[config.mk]
export PLATFORM = sky130hd
export DESIGN_NAME = karatsuba_mul_pipe
export DESIGN_NICKNAME = d
export VERILOG_FILES = /design/src/rtl/karatsuba_mul_pipe_pkg.sv /design/src/rtl/karatsuba_mul_pipe_mul.sv /design/src/rtl/karatsuba_mul_pipe.sv
export SDC_FILE = /design/constraint.sdc
export NUM_CORES = 1
export LEC_CHECK = 0
export CAP_MARGIN = 20
export CORE_UTILIZATION = 55
export CTS_CLUSTER_DIAMETER = 80
export DETAILED_ROUTE_END_ITERATION = 6
export PLACE_DENSITY = 0.73
export RECOVER_POWER = 25
export SYNTH_ARGS = -nofsm -noshare
export SYNTH_HDL_FRONTEND = slang
export SYNTH_HIERARCHICAL = 1
export SYNTH_SLANG_ARGS = --single-unit
[constraint.sdc]
create_clock -name clk_i -period 8.3 [get_ports clk_i]
set_clock_uncertainty 0.05 [all_clocks]
set_input_delay 1.245 -clock clk_i [delete_from_list [all_inputs] [get_ports clk_i]]
set_output_delay 1.245 -clock clk_i [all_outputs]
set_load 0.005 [all_outputs]
[src/rtl/karatsuba_mul_pipe_pkg.sv]
// Shared definitions for the pipelined Karatsuba multiplier.
//   - SIGNED encoding constant
//   - half-width helpers used to split an operand into low/high parts
//   - pos_sub / pos_add_shifted: non-negative subtract and shifted-add steps
//     of the recombination. They work on a fixed 64-bit carrier and callers
//     truncate the result, so operands up to 32 bits are supported.
package karatsuba_mul_pipe_pkg;

  localparam int SIGNED_ON = 1;
  localparam int PW        = 64;

  // Width of the low half (ceil) and high half (floor) of an n-bit operand.
  function automatic int half_hi(input int n);
    return (n + 1) / 2;
  endfunction

  function automatic int half_lo(input int n);
    return n / 2;
  endfunction

  // x - y where the caller guarantees x >= y.
  function automatic logic [PW-1:0] pos_sub(input logic [PW-1:0] x, input logic [PW-1:0] y);
    return x - y;
  endfunction

  // acc + (x << sh); all terms are magnitudes.
  function automatic logic [PW-1:0] pos_add_shifted(input logic [PW-1:0] acc,
                                                    input logic [PW-1:0] x,
                                                    input int            sh);
    return acc + (x << sh);
  endfunction

endpackage

[src/rtl/karatsuba_mul_pipe_mul.sv]
// karatsuba_mul: combinational unsigned multiplier.
//   a_i, b_i : N_BITS-wide unsigned operands
//   c_o      : 2*N_BITS-wide product
// Widths at or below MAX_N_BITS_STANDARD_MUL use a plain multiply; wider
// operands are split once into halves and recombined Karatsuba-style
// (three half-size products instead of four).
module karatsuba_mul
  import karatsuba_mul_pipe_pkg::*;
#(
  parameter int N_BITS                  = 4,
  parameter int MAX_N_BITS_STANDARD_MUL = 4
) (
  input  logic [N_BITS-1:0]   a_i,
  input  logic [N_BITS-1:0]   b_i,
  output logic [2*N_BITS-1:0] c_o
);

  localparam int W = 2 * N_BITS;

  if (N_BITS <= MAX_N_BITS_STANDARD_MUL) begin : g_std
    assign c_o = W'(a_i) * W'(b_i);
  end else begin : g_kara
    localparam int H  = half_hi(N_BITS);
    localparam int L  = half_lo(N_BITS);
    localparam int WS = H + 1;

    logic [H-1:0]    a0, b0;
    logic [L-1:0]    a1, b1;
    logic [WS-1:0]   sa, sb;
    logic [2*H-1:0]  p0;
    logic [2*L-1:0]  p1;
    logic [2*WS-1:0] pm, mid;

    assign a0  = a_i[H-1:0];
    assign a1  = a_i[N_BITS-1:H];
    assign b0  = b_i[H-1:0];
    assign b1  = b_i[N_BITS-1:H];
    assign sa  = WS'(a0) + WS'(a1);
    assign sb  = WS'(b0) + WS'(b1);
    assign p0  = (2*H)'(a0) * (2*H)'(b0);
    assign p1  = (2*L)'(a1) * (2*L)'(b1);
    assign pm  = (2*WS)'(sa) * (2*WS)'(sb);
    // pm >= p0 + p1 always, so mid is the true cross term a0*b1 + a1*b0.
    assign mid = pm - (2*WS)'(p0) - (2*WS)'(p1);
    assign c_o = W'(p0) + (W'(mid) << H) + (W'(p1) << (2*H));
  end

endmodule

[src/rtl/karatsuba_mul_pipe.sv]
// karatsuba_mul_pipe: 3-stage pipelined Karatsuba multiplier, valid/ready.
//   clk_i, rst_i             : clock, synchronous active-high reset
//   in_valid_i / in_ready_o  : operand handshake (a_i, b_i, N_BITS each)
//   out_valid_o / out_ready_i: product handshake (c_o, 2*N_BITS)
//   busy_o                   : any stage holds a valid entry
// S1 splits operand magnitudes into halves and half-sums, S2 forms the three
// sub-products, S3 recombines and reapplies the sign. The whole pipe moves
// together on adv; bubbles are kept rather than collapsed.
module karatsuba_mul_pipe
  import karatsuba_mul_pipe_pkg::*;
#(
  parameter int N_BITS                  = 15,
  parameter int MAX_N_BITS_STANDARD_MUL = 4,
  parameter int SIGNED                  = 0
) (
  input  logic                clk_i,
  input  logic                rst_i,
  input  logic                in_valid_i,
  output logic                in_ready_o,
  input  logic [N_BITS-1:0]   a_i,
  input  logic [N_BITS-1:0]   b_i,
  output logic                out_valid_o,
  input  logic                out_ready_i,
  output logic [2*N_BITS-1:0] c_o,
  output logic                busy_o
);

  localparam int N1    = half_lo(N_BITS);
  localparam int N2    = half_hi(N_BITS);
  localparam int N3    = N2 + 1;
  localparam int N_MID = N1 + N2 + 1;
  localparam int W     = 2 * N_BITS;

  logic adv;

  // Stage registers
  logic              v1_q, s1_q, v2_q, s2_q, v3_q;
  logic [N2-1:0]     a0_q, b0_q;
  logic [N1-1:0]     a1_q, b1_q;
  logic [N3-1:0]     as_q, bs_q;
  logic [2*N2-1:0]   p0_q;
  logic [2*N1-1:0]   p1_q;
  logic [2*N3-1:0]   pm_q;
  logic [W-1:0]      c_q;

  // Next-state values
  logic              s1_d;
  logic [N_BITS-1:0] mag_a_d, mag_b_d;
  logic [2*N2-1:0]   p0_d;
  logic [2*N1-1:0]   p1_d;
  logic [2*N3-1:0]   pm_d;
  logic [N_MID-1:0]  mid_d;
  logic [W-1:0]      m_d, c_d;

  assign adv = !v3_q || out_ready_i;

  // Two's-complement magnitude; -2^(N-1) maps to 2^(N-1), still fits N bits unsigned.
  assign mag_a_d = (SIGNED == SIGNED_ON && a_i[N_BITS-1]) ? (~a_i + 1'b1) : a_i;
  assign mag_b_d = (SIGNED == SIGNED_ON && b_i[N_BITS-1]) ? (~b_i + 1'b1) : b_i;
  assign s1_d    = (SIGNED == SIGNED_ON) && (a_i[N_BITS-1] ^ b_i[N_BITS-1]);

  karatsuba_mul #(.N_BITS(N2), .MAX_N_BITS_STANDARD_MUL(MAX_N_BITS_STANDARD_MUL)) u_mul_p0 (
    .a_i(a0_q), .b_i(b0_q), .c_o(p0_d)
  );
  karatsuba_mul #(.N_BITS(N1), .MAX_N_BITS_STANDARD_MUL(MAX_N_BITS_STANDARD_MUL)) u_mul_p1 (
    .a_i(a1_q), .b_i(b1_q), .c_o(p1_d)
  );
  karatsuba_mul #(.N_BITS(N3), .MAX_N_BITS_STANDARD_MUL(MAX_N_BITS_STANDARD_MUL)) u_mul_pm (
    .a_i(as_q), .b_i(bs_q), .c_o(pm_d)
  );

  // Recombination: the magnitude is below 2^(2N), so truncating to W bits is exact.
  assign mid_d = N_MID'(pos_sub(pos_sub(PW'(pm_q), PW'(p0_q)), PW'(p1_q)));
  assign m_d   = W'(pos_add_shifted(pos_add_shifted(PW'(p0_q), PW'(mid_d), N2),
                                    PW'(p1_q), 2 * N2));
  assign c_d   = s2_q ? (~m_d + 1'b1) : m_d;

  always_ff @(posedge clk_i) begin
    if (rst_i) begin
      v1_q <= 1'b0;
      s1_q <= 1'b0;
      a0_q <= '0;
      a1_q <= '0;
      b0_q <= '0;
      b1_q <= '0;
      as_q <= '0;
      bs_q <= '0;
      v2_q <= 1'b0;
      s2_q <= 1'b0;
      p0_q <= '0;
      p1_q <= '0;
      pm_q <= '0;
      v3_q <= 1'b0;
      c_q  <= '0;
    end else if (adv) begin
      v1_q <= in_valid_i;
      s1_q <= s1_d;
      a0_q <= mag_a_d[N2-1:0];
      a1_q <= mag_a_d[N_BITS-1:N2];
      b0_q <= mag_b_d[N2-1:0];
      b1_q <= mag_b_d[N_BITS-1:N2];
      as_q <= N3'(mag_a_d[N2-1:0]) + N3'(mag_a_d[N_BITS-1:N2]);
      bs_q <= N3'(mag_b_d[N2-1:0]) + N3'(mag_b_d[N_BITS-1:N2]);
      v2_q <= v1_q;
      s2_q <= s1_q;
      p0_q <= p0_d;
      p1_q <= p1_d;
      pm_q <= pm_d;
      v3_q <= v2_q;
      c_q  <= c_d;
    end
  end

  assign in_ready_o  = adv;
  assign out_valid_o = v3_q;
  assign c_o         = c_q;
  assign busy_o      = v1_q | v2_q | v3_q;

endmodule
* Yosys cells after proc, flatten, opt, wreduce, memory -nomap -nowiden *
Cells that the tools add are included.

cells by class
  add/subtract/negate cells = 24
  multipliers = 9
  divide/modulo/power cells = 0
  magnitude comparators = 0
  equal/unequal tests = 0
  shift-type cells = 0
  muxes and demuxes = 0
  bitwise logic cells = 2
  reduce and logical (&&, ||, !) cells = 2

operators by type and width
  kind              number
  $mul 4x4->8       4
  $add 25x30->30    1
  $mul 5x5->10      3
  $sub 10x8->10     3
  $add 16x24->25    1
  $add 8x7->9       2
  $add 10x16->16    1
  $add 15x16->16    1
  $add 16x16->16    1
  $sub 16x15->16    1
  $sub 16x16->16    1
  $add 8x14->15     1
  $add 14x14->14    1
  $add 8x14->14     1
  $add 5x4->6       2
  $mul 6x6->11      1
  $sub 11x10->11    1
  $sub 11x8->11     1
  $add 4x3->5       2
  $add 4x4->5       2
  $sub 10x6->10     1
  $mul 3x3->6       1
  $or 1x1->1        2
  $logic_not 1->1   1
  $logic_or 1x1->1  1

storage, ports and cells
  flip-flop bits (word level) = 127
  bits in latches = 0
  RAM bits = 0
  bits in read-only memories = 0
  input bits = 34
  output and inout port bits = 33
  logic and storage cells = 50
  memories = 0

* Depth between registers and ports, before layout *
Gate-level depths: netlist of run 1.

  depth in word-level cells = 6
  mapped depth = 31
  gate-level depth less buffers = 31

* Modules after synthesis *
The synthesis of run 1 kept the hierarchy.

modules (own cells, without submodules)
  module                    times used  cells an instance  area each (um^2)  sequential area each (um^2)
  karatsuba_mul_pipe        1           875                6846.6            2542.4
  karatsuba_mul (u_mul_pm)  1           425                3638.5            0.0
  karatsuba_mul (u_mul_p0)  1           332                2932.8            0.0
  karatsuba_mul (u_mul_p1)  1           280                2376.0            0.0

* Least setup slack after synthesis of run 1 *
Ideal clock, no wire load.

  path kind = register -> register
  from = register bs_q[4]
  to = register pm_q[15]
  library setup time = 70 ps
  arrival time = 7154 ps
  setup slack = 1025 ps
  cell stages (with the launch flop) = 30
  buffers on the path = 0
  clock period less this slack = 7275 ps
  cells stage by stage = dfxtp_1 nand2_1 fa_1 fa_1 fa_1 inv_1 ha_1 a21oi_1 o21bai_1 a21oi_1 xor2_1 fa_1 inv_1 fa_1 inv_1 fa_1 inv_1 fa_1 inv_1 ha_1 a2111oi_2 nor2_1 xor2_1 ha_1 a21oi_1 nand2b_1 o21ai_1 xnor2_1 nand2_1 a21oi_1

on the way
  cells in the longest elaborated chain, start to end = 6
  elaborated cells on any way between the ends = 7

ends and longest elaborated chain
  what                    RTL line                      RTL
  from (decl)             karatsuba_mul_pipe.sv:40      logic [N3-1:0] as_q, bs_q;
  from (signal assigned)  karatsuba_mul_pipe.sv:103     bs_q <= N3'(mag_b_d[N2-1:0]) + N3'(mag_b_d[N_BITS-1:N2]);
  $add 5x4->6             karatsuba_mul_pipe_mul.sv:39  assign sb = WS'(b0) + WS'(b1);
  $mul 6x6->11            karatsuba_mul_pipe_mul.sv:42  assign pm = (2*WS)'(sa) * (2*WS)'(sb);
  $sub 11x10->11          karatsuba_mul_pipe_mul.sv:44  assign mid = pm - (2*WS)'(p0) - (2*WS)'(p1);
  $sub 11x8->11           karatsuba_mul_pipe_mul.sv:44
  $add 10x16->16 (*)      karatsuba_mul_pipe_mul.sv:45  assign c_o = W'(p0) + (W'(mid) << H) + (W'(p1) << (2*H));
  $add 16x16->16 (*)      karatsuba_mul_pipe_mul.sv:45
  via pm_d[15]            karatsuba_mul_pipe.sv:51      logic [2*N3-1:0] pm_d;
  to (signal assigned)    karatsuba_mul_pipe.sv:108     pm_q <= pm_d;
  to (decl)               karatsuba_mul_pipe.sv:43      logic [2*N3-1:0] pm_q;

The timed path passes the listed nets; every way through them passes the cells marked *.
A chain may end at the register's enable or synchronous reset.

* Worst setup path in the final report of run 1 *
  from = register a0_q[5]
  to = register p0_q[15]

on the way
  cells in the longest elaborated chain, start to end = 6
  elaborated cells on any way between the ends = 7

ends and longest elaborated chain
  what                         RTL line                      RTL
  from (decl)                  karatsuba_mul_pipe.sv:38      logic [N2-1:0] a0_q, b0_q;
  from (signal assigned)       karatsuba_mul_pipe.sv:98      a0_q <= mag_a_d[N2-1:0];
  $add 4x4->5                  karatsuba_mul_pipe_mul.sv:38  assign sa = WS'(a0) + WS'(a1);
  $mul 5x5->10                 karatsuba_mul_pipe_mul.sv:42
  $sub 10x8->10 (2 in series)  karatsuba_mul_pipe_mul.sv:44
  $add 8x14->15                karatsuba_mul_pipe_mul.sv:45
  $add 15x16->16 (*)           karatsuba_mul_pipe_mul.sv:45
  via p0_d[15]                 karatsuba_mul_pipe.sv:49      logic [2*N2-1:0] p0_d;
  to (signal assigned)         karatsuba_mul_pipe.sv:106     p0_q <= p0_d;
  to (decl)                    karatsuba_mul_pipe.sv:41      logic [2*N2-1:0] p0_q;

Marks and branches as above.

==> reports/results.txt, run 1 <==
run status: finished with violations
failing checks: max-capacitance violations, max-slew violations
worst rel slew slack: -0.6823
Slowest Stage Delay on Critical Path: 0.55 ns
final-layout fill cell count: 2,507
number of placed instances, taps included: 2,294
clock period minus worst slack: 7.740 ns
cts-stage hold buffer count: 0
number of cells on the worst reg-to-reg path: 28
Final Cycle Share: 0.9326
number of warnings issued by yosys: 6
clock slew seen by the registers of the worst setup and hold paths: 0.06 ns
vertical extent of the die: 170.7 um
number of nets in the layout: 2,348
count of max-cap constraint violations: 1
count of endpoints failing setup in the final report: 0
critical path launch point type: flop
share of the core filled with cells: 0.6178
maximum level of the CTS H-tree: 4
R2R Setup Slk: 0.56 ns
final number of max-transition violations: 38
residual DRC count: 0
Clock Tree Buf Depth: 2
number of antenna violations at the first check in global routing: 0
number of diodes added for antenna fixing: 0
Crit Reg-Reg Startpoint: a0_q[5]$_SDFFE_PP0P_
CTS sink cnt: 127
CTS Root Cell: sky130_fd_sc_hd__clkbuf_16
total via count in the routed design: 12,780
cell seen most often among critical-path stages: sky130_fd_sc_hd__fa_1
I/O Pins: 67
total global routing overflow: 0
total area of sequential cells: 2542 um^2
Setup Crit Path Kind: flop to flop
detailed-router iteration count before antenna repair: 5
detailed-route wire length per cell: 16.21 um
leading cell type in the layout, fill and taps excluded: sky130_fd_sc_hd__nand2_1
transition time of the tightest slew-check pin: 2.518 ns
floorplan die area: 29,120 um^2
synthesized instance count: 1,890
Worst setup endpoint: p0_q[15]$_SDFFE_PP0P_
hold crit path type: flop to flop
worst-path cell with the longest stage delay: sky130_fd_sc_hd__fa_1
DPL Wire Length: 30.78 mm
post-route non-filler standard cell count: 2,326
final weighted congestion of routability-driven global placement: 0.9454
Clock Latency Late Sink: 0.43 ns
via count normalized by instance count: 5.494
die width: 170.7 um
Cell Area, Synth: 15,650 um^2
area delta synth->final: 10.01%
core outline area: 27,860 um^2
category of the worst setup path capture point: flop
combined area of the multi-input logic cells: 12,010 um^2
initial standard-cell utilization of the core: 0.5616
detailed-route wire length: 37.71 mm
Buffers on Ports: 66
Post-Synthesis Net Count: 2,303
Fin. Hold Viols: 0
fraction of layout cells with a size suffix above 1: 0.03439
post-CTS setup buffers: 0
remaining antenna violation count after routing: 0
Site Rows: 61
crit path max fanout: 7
arrival time at the worst endpoint: 8.04 ns
commonest cells after routing, fill and taps aside: sky130_fd_sc_hd__nand2_1 (306), sky130_fd_sc_hd__ha_1 (250), sky130_fd_sc_hd__inv_1 (248)
Setup TNS Final: 0 ns
largest net degree at the start of global routing: 99
global-route wire length before repair: 62.15 mm
global-route usage over all layers: 0.2709
Inserted Clock Buffers: 17
CTS tree: done
number of global-route vias before repair: 12,570
highest clock rate: 0.1292 GHz
RSZ-0062 raised after global routing: no
Worst EP required: 8.60 ns
launch point of the critical path: a0_q[5]$_SDFFE_PP0P_
endpoint of the lowest-slack register-to-register path: p0_q[15]$_SDFFE_PP0P_
mean instance size in the synthesized netlist: 8.278 um^2
First DRT Iteration DRCs: 699
state kept, by name (all words and copies together) (netlist names):
| signal | count |
|---|---|
| c_o | 30 |
| p0_q | 16 |
| pm_q | 16 |
| p1_q | 14 |
| as_q | 9 |
| bs_q | 9 |
| a0_q | 8 |
| b0_q | 8 |
| a1_q | 7 |
| b1_q | 7 |
| out_valid_o | 1 |
| v1_q | 1 |
| v2_q | 1 |
per-stage QoR:
| step | setup WS [ns] | cell area [um^2] | hold WS, ns |
|---|---|---|---|
| final | 0.5596 | 17210 | 0.4012 |
| after global routing | 0.02755 | 17210 | 0.4184 |
| after CTS | 0.4437 | 17210 | 0.4052 |
| after detailed placement | 0.4587 | 16640 | 0.3973 |
| after global placement | 0.6656 | 16640 | 0.3889 |
| after floorplan | 1.137 | 15650 | 0.3819 |
worst max-delay path: cells and delay by family, from the launching register on:
| kind | cells | cell delay, ns |
|---|---|---|
| AO/OA/AOI/OAI | 7 | 1.10 |
| XOR/XNOR | 2 | 0.48 |
| adder cells (fa/ha/maj) | 9 | 4.28 |
| buffers and inverters | 5 | 0.27 |
| flip-flops | 1 | 0.44 |
| AND/OR/NAND/NOR | 5 | 1.05 |
per-layer routing:
metal / global-route usage / up-vias / part of all wire / wire length (um)
met5: 0 / - / 0 / 0
met4: 0.06541 / 0 / 0.018 / 676
met3: 0.03493 / 49 / 0.039 / 1452
met2: 0.4609 / 269 / 0.48 / 17990
met1: 0.3632 / 6131 / 0.47 / 17590
li1: - / 6330 / - / -
timing repair:
item                                    in CTS  in global routing
endpoints found under the setup margin       0                  1
gates resized for setup                      0                  2
hold endpoints to repair                     0                  0
layout make-up:
type / count / area share
multi-input cells: 1470 / 0.6977
flip-flops and latches: 127 / 0.1477
inverters: 249 / 0.05445
repair buffers: 70 / 0.03998
well taps: 378 / 0.02748
clock buffers: 17 / 0.02472
clock inverters: 15 / 0.007997
worst min-delay path by stage:
stage	start	to	cells past startpoint
final	c_o[0]$_SDFFE_PP0P_	c_o[0]$_SDFFE_PP0P_	2
after global routing	c_o[19]$_SDFFE_PP0P_	c_o[19]$_SDFFE_PP0P_	2
after CTS	c_o[0]$_SDFFE_PP0P_	c_o[0]$_SDFFE_PP0P_	2
after detailed placement	c_o[0]$_SDFFE_PP0P_	c_o[0]$_SDFFE_PP0P_	2
after global placement	c_o[3]$_SDFFE_PP0P_	c_o[3]$_SDFFE_PP0P_	2
after floorplan	pm_q[0]$_SDFFE_PP0P_	pm_q[0]$_SDFFE_PP0P_	2
Power of run 1 is not shown: default switching activity piles up to over one toggle a cycle in this logic, so the estimate is an artifact.
==> run 2: changes to the inputs <==
--- a/config.mk
+++ b/config.mk
@@ -6,10 +6,12 @@
 export NUM_CORES = 1
 export LEC_CHECK = 0
 export CAP_MARGIN = 20
-export CORE_UTILIZATION = 55
+export CELL_PAD_IN_SITES_DETAIL_PLACEMENT = 0
+export CELL_PAD_IN_SITES_GLOBAL_PLACEMENT = 1
+export CORE_UTILIZATION = 48
 export CTS_CLUSTER_DIAMETER = 80
 export DETAILED_ROUTE_END_ITERATION = 6
-export PLACE_DENSITY = 0.73
+export PLACE_DENSITY_LB_ADDON = 0.1
 export RECOVER_POWER = 25
 export SYNTH_ARGS = -nofsm -noshare
 export SYNTH_HDL_FRONTEND = slang
==> constraint.sdc (replaced) <==
create_clock -name clk_i -period 7.3 [get_ports clk_i]
set_clock_uncertainty 0.05 [all_clocks]
set_input_delay 1.095 -clock clk_i [delete_from_list [all_inputs] [get_ports clk_i]]
set_output_delay 1.095 -clock clk_i [all_outputs]
set_load 0.005 [all_outputs]
==> run 2 against run 1 <==
The run now ends clean. Routed wire length increased by 5.2%. Final area increased by 6.3%. Final cell count increased by 5.7%. Global-route usage decreased by 2.5 points. Fmax increased by 10%. Hold slack about the same. Register-to-register slack got worse by 0.29 ns. Flip-flop and latch count unchanged. Setup slack got worse by 0.29 ns. First-iteration DRC count decreased by 30%. Core utilization decreased by 4.2 points.
==> reports/results.txt, run 2 (synthesis results as in run 1) <==
worst rel slew slack: 0.4091 (+1.091)
I/O Pins: 67 (unchanged)
Setup Crit Path Kind: flop to flop
Worst EP required: 7.62 ns (-0.98 ns)
commonest cells after routing, fill and taps aside: sky130_fd_sc_hd__nand2_1 (305), sky130_fd_sc_hd__inv_1 (244), sky130_fd_sc_hd__ha_1 (236)
peak-usage layer in the global routing report: met2
number of antenna violations at the first check in global routing: 0 (unchanged)
max FFs per register: 30 (unchanged)
launch point of the critical path: as_q[1]$_SDFFE_PP0P_
critical path launch point type: flop
transition time of the tightest slew-check pin: 0.8863 ns (-1.632 ns)
category of the worst setup path capture point: flop
fraction of layout cells with a size suffix above 1: 0.1028 (+0.06842)
clock slew seen by the registers of the worst setup and hold paths: 0.07 ns (about the same)
Buffers on Ports: 66 (unchanged)
hold crit path type: flop to flop
Final Cycle Share: 0.9628 (+0.03027)
cts-stage hold buffer count: 0 (unchanged)
CTS sink cnt: 127 (unchanged)
number of nets in the layout: 2,423 (+3.2%)
vertical extent of the die: 182.5 um (+7.0%)
CTS tree: done
R2R Setup Slk: 0.27 ns (-0.29 ns)
run status: complete, no violations
maximum level of the CTS H-tree: 4 (unchanged)
Fin. Hold Viols: 0 (unchanged)
highest clock rate: 0.1423 GHz (+10%)
count of endpoints failing setup in the final report: 0 (unchanged)
number of cells on the worst reg-to-reg path: 28 (unchanged)
floorplan die area: 33,320 um^2 (+14%)
largest net degree at the start of global routing: 86 (-13%)
met2 track demand over resource in global routing: 0.4147 (-0.04621)
via count normalized by instance count: 5.175 (-5.8%)
worst-path cell with the longest stage delay: sky130_fd_sc_hd__fa_1
share of the core filled with cells: 0.5754 (-0.04242)
global-route wire length before repair: 65.09 mm (+4.7%)
global-route usage over all layers: 0.2460 (-0.02495)
Slowest Stage Delay on Critical Path: 0.56 ns (about the same)
initial standard-cell utilization of the core: 0.4920 (-0.06961)
detailed-router iteration count before antenna repair: 5 (unchanged)
cell seen most often among critical-path stages: sky130_fd_sc_hd__fa_1
number of global-route vias before repair: 12,890 (+2.6%)
endpoint of the lowest-slack register-to-register path: pm_q[14]$_SDFFE_PP0P_
total global routing overflow: 0 (unchanged)
post-route non-filler standard cell count: 2,458 (+5.7%)
First DRT Iteration DRCs: 488 (-30%)
arrival time at the worst endpoint: 7.35 ns (-0.69 ns)
die width: 182.5 um (+7.0%)
detailed-route wire length: 39.66 mm (+5.2%)
residual DRC count: 0 (unchanged)
detailed-route wire length per cell: 16.14 um (-0.47%)
leading cell type in the layout, fill and taps excluded: sky130_fd_sc_hd__nand2_1
Inserted Clock Buffers: 17 (unchanged)
final number of max-transition violations: 0 (-100%)
met1 track demand over resource: 0.3412 (-0.02195)
area delta synth->final: 16.95%
crit path max fanout: 7 (unchanged)
RSZ-0062 raised after global routing: yes
Clock Tree Buf Depth: 2 (unchanged)
number of diodes added for antenna fixing: 0 (unchanged)
count of max-cap constraint violations: 0 (-1)
remaining antenna violation count after routing: 0 (unchanged)
core outline area: 31,800 um^2 (+14%)
Site Rows: 65 (+6.6%)
Worst setup endpoint: pm_q[14]$_SDFFE_PP0P_
number of placed instances, taps included: 2,412 (+5.1%)
met3 track demand over resource: 0.03133 (-0.003598)
Clock Latency Late Sink: 0.43 ns (about the same)
Crit Reg-Reg Startpoint: as_q[1]$_SDFFE_PP0P_
DPL Wire Length: 32.31 mm (+5.0%)
CTS Root Cell: sky130_fd_sc_hd__clkbuf_16
final-layout fill cell count: 2,963 (+18%)
total via count in the routed design: 12,720 (-0.46%)
final weighted congestion of routability-driven global placement: 0.8848 (-6.4%)
clock period minus worst slack: 7.029 ns (-0.7116 ns)
run 2: cell count changes in the layout (fill, tap and decap cells not counted), sizes merged:
cell           delta
clkdlybuf4s50    +33
clkinv            -5
buf              +75
bufinv            +1
inv               +4
dlygate4sd3      -33
run 2: through the flow:
stage,setup WS [ns],setup TNS [ns],hold slack [ns],instance area [um^2]
5_1_grt,-0.04786,-0.08314,0.4280,18300
2_1_floorplan,0.1367,0,0.3819,15650
3_5_place_dp,-0.1537,-0.2657,0.3950,17170
4_1_cts,0.02019,0,0.4045,17840
3_3_place_gp,0.02829,0,0.3893,17170
6_report,0.2712,0,0.4010,18300
run 2: worst min-delay path by stage:
stage,slack [ns],cells after the start,start,endpoint
after floorplan,0.38,2,pm_q[0]$_SDFFE_PP0P_,pm_q[0]$_SDFFE_PP0P_
after global placement,0.39,2,c_o[3]$_SDFFE_PP0P_,c_o[3]$_SDFFE_PP0P_
after detailed placement,0.40,2,pm_q[0]$_SDFFE_PP0P_,pm_q[0]$_SDFFE_PP0P_
after CTS,0.40,2,pm_q[0]$_SDFFE_PP0P_,pm_q[0]$_SDFFE_PP0P_
after global routing,0.43,2,pm_q[0]$_SDFFE_PP0P_,pm_q[0]$_SDFFE_PP0P_
final,0.40,2,c_o[12]$_SDFFE_PP0P_,c_o[12]$_SDFFE_PP0P_
run 2: metal layers:
metal / routed length [um] / vias to the layer above / part of all wire
li1: - / 6473 / -
met1: 19570 / 6062 / 0.49
met2: 18770 / 159 / 0.47
met3: 977 / 26 / 0.025
met4: 346 / 0 / 0.0087
met5: 0 / - / 0
run 2: layout make-up:
class | count | area [um^2] | area share
clock inverter | 15 | 175.2 | 0.009573
multi-input combinational | 1470 | 12420 | 0.6786
timing repair buffer | 145 | 1251 | 0.06838
inverter | 249 | 937.1 | 0.05122
sequential | 127 | 2547 | 0.1392
clock buffer | 17 | 425.4 | 0.02325
tap | 435 | 544.3 | 0.02975
run 2: timing repair:
action,4_1_cts,5_1_grt
resized for setup,8,65
setup endpoints to repair,4,12
buffers inserted,1,13
endpoints found under the hold margin,0,0
pin swaps,5,44
run 2: worst max-delay path, delay by kind of cell, from the launching register on:
kind	cells	cell delay [ns]
AOI/OAI and AO/OA	6	0.94
xor gates and xnor gates	3	0.46
DFF	1	0.31
adders and majority gates	10	4.31
and+or+nand+nor	3	0.41
buffers and inverters	6	0.47
Power of run 2 is left out for the same reason.
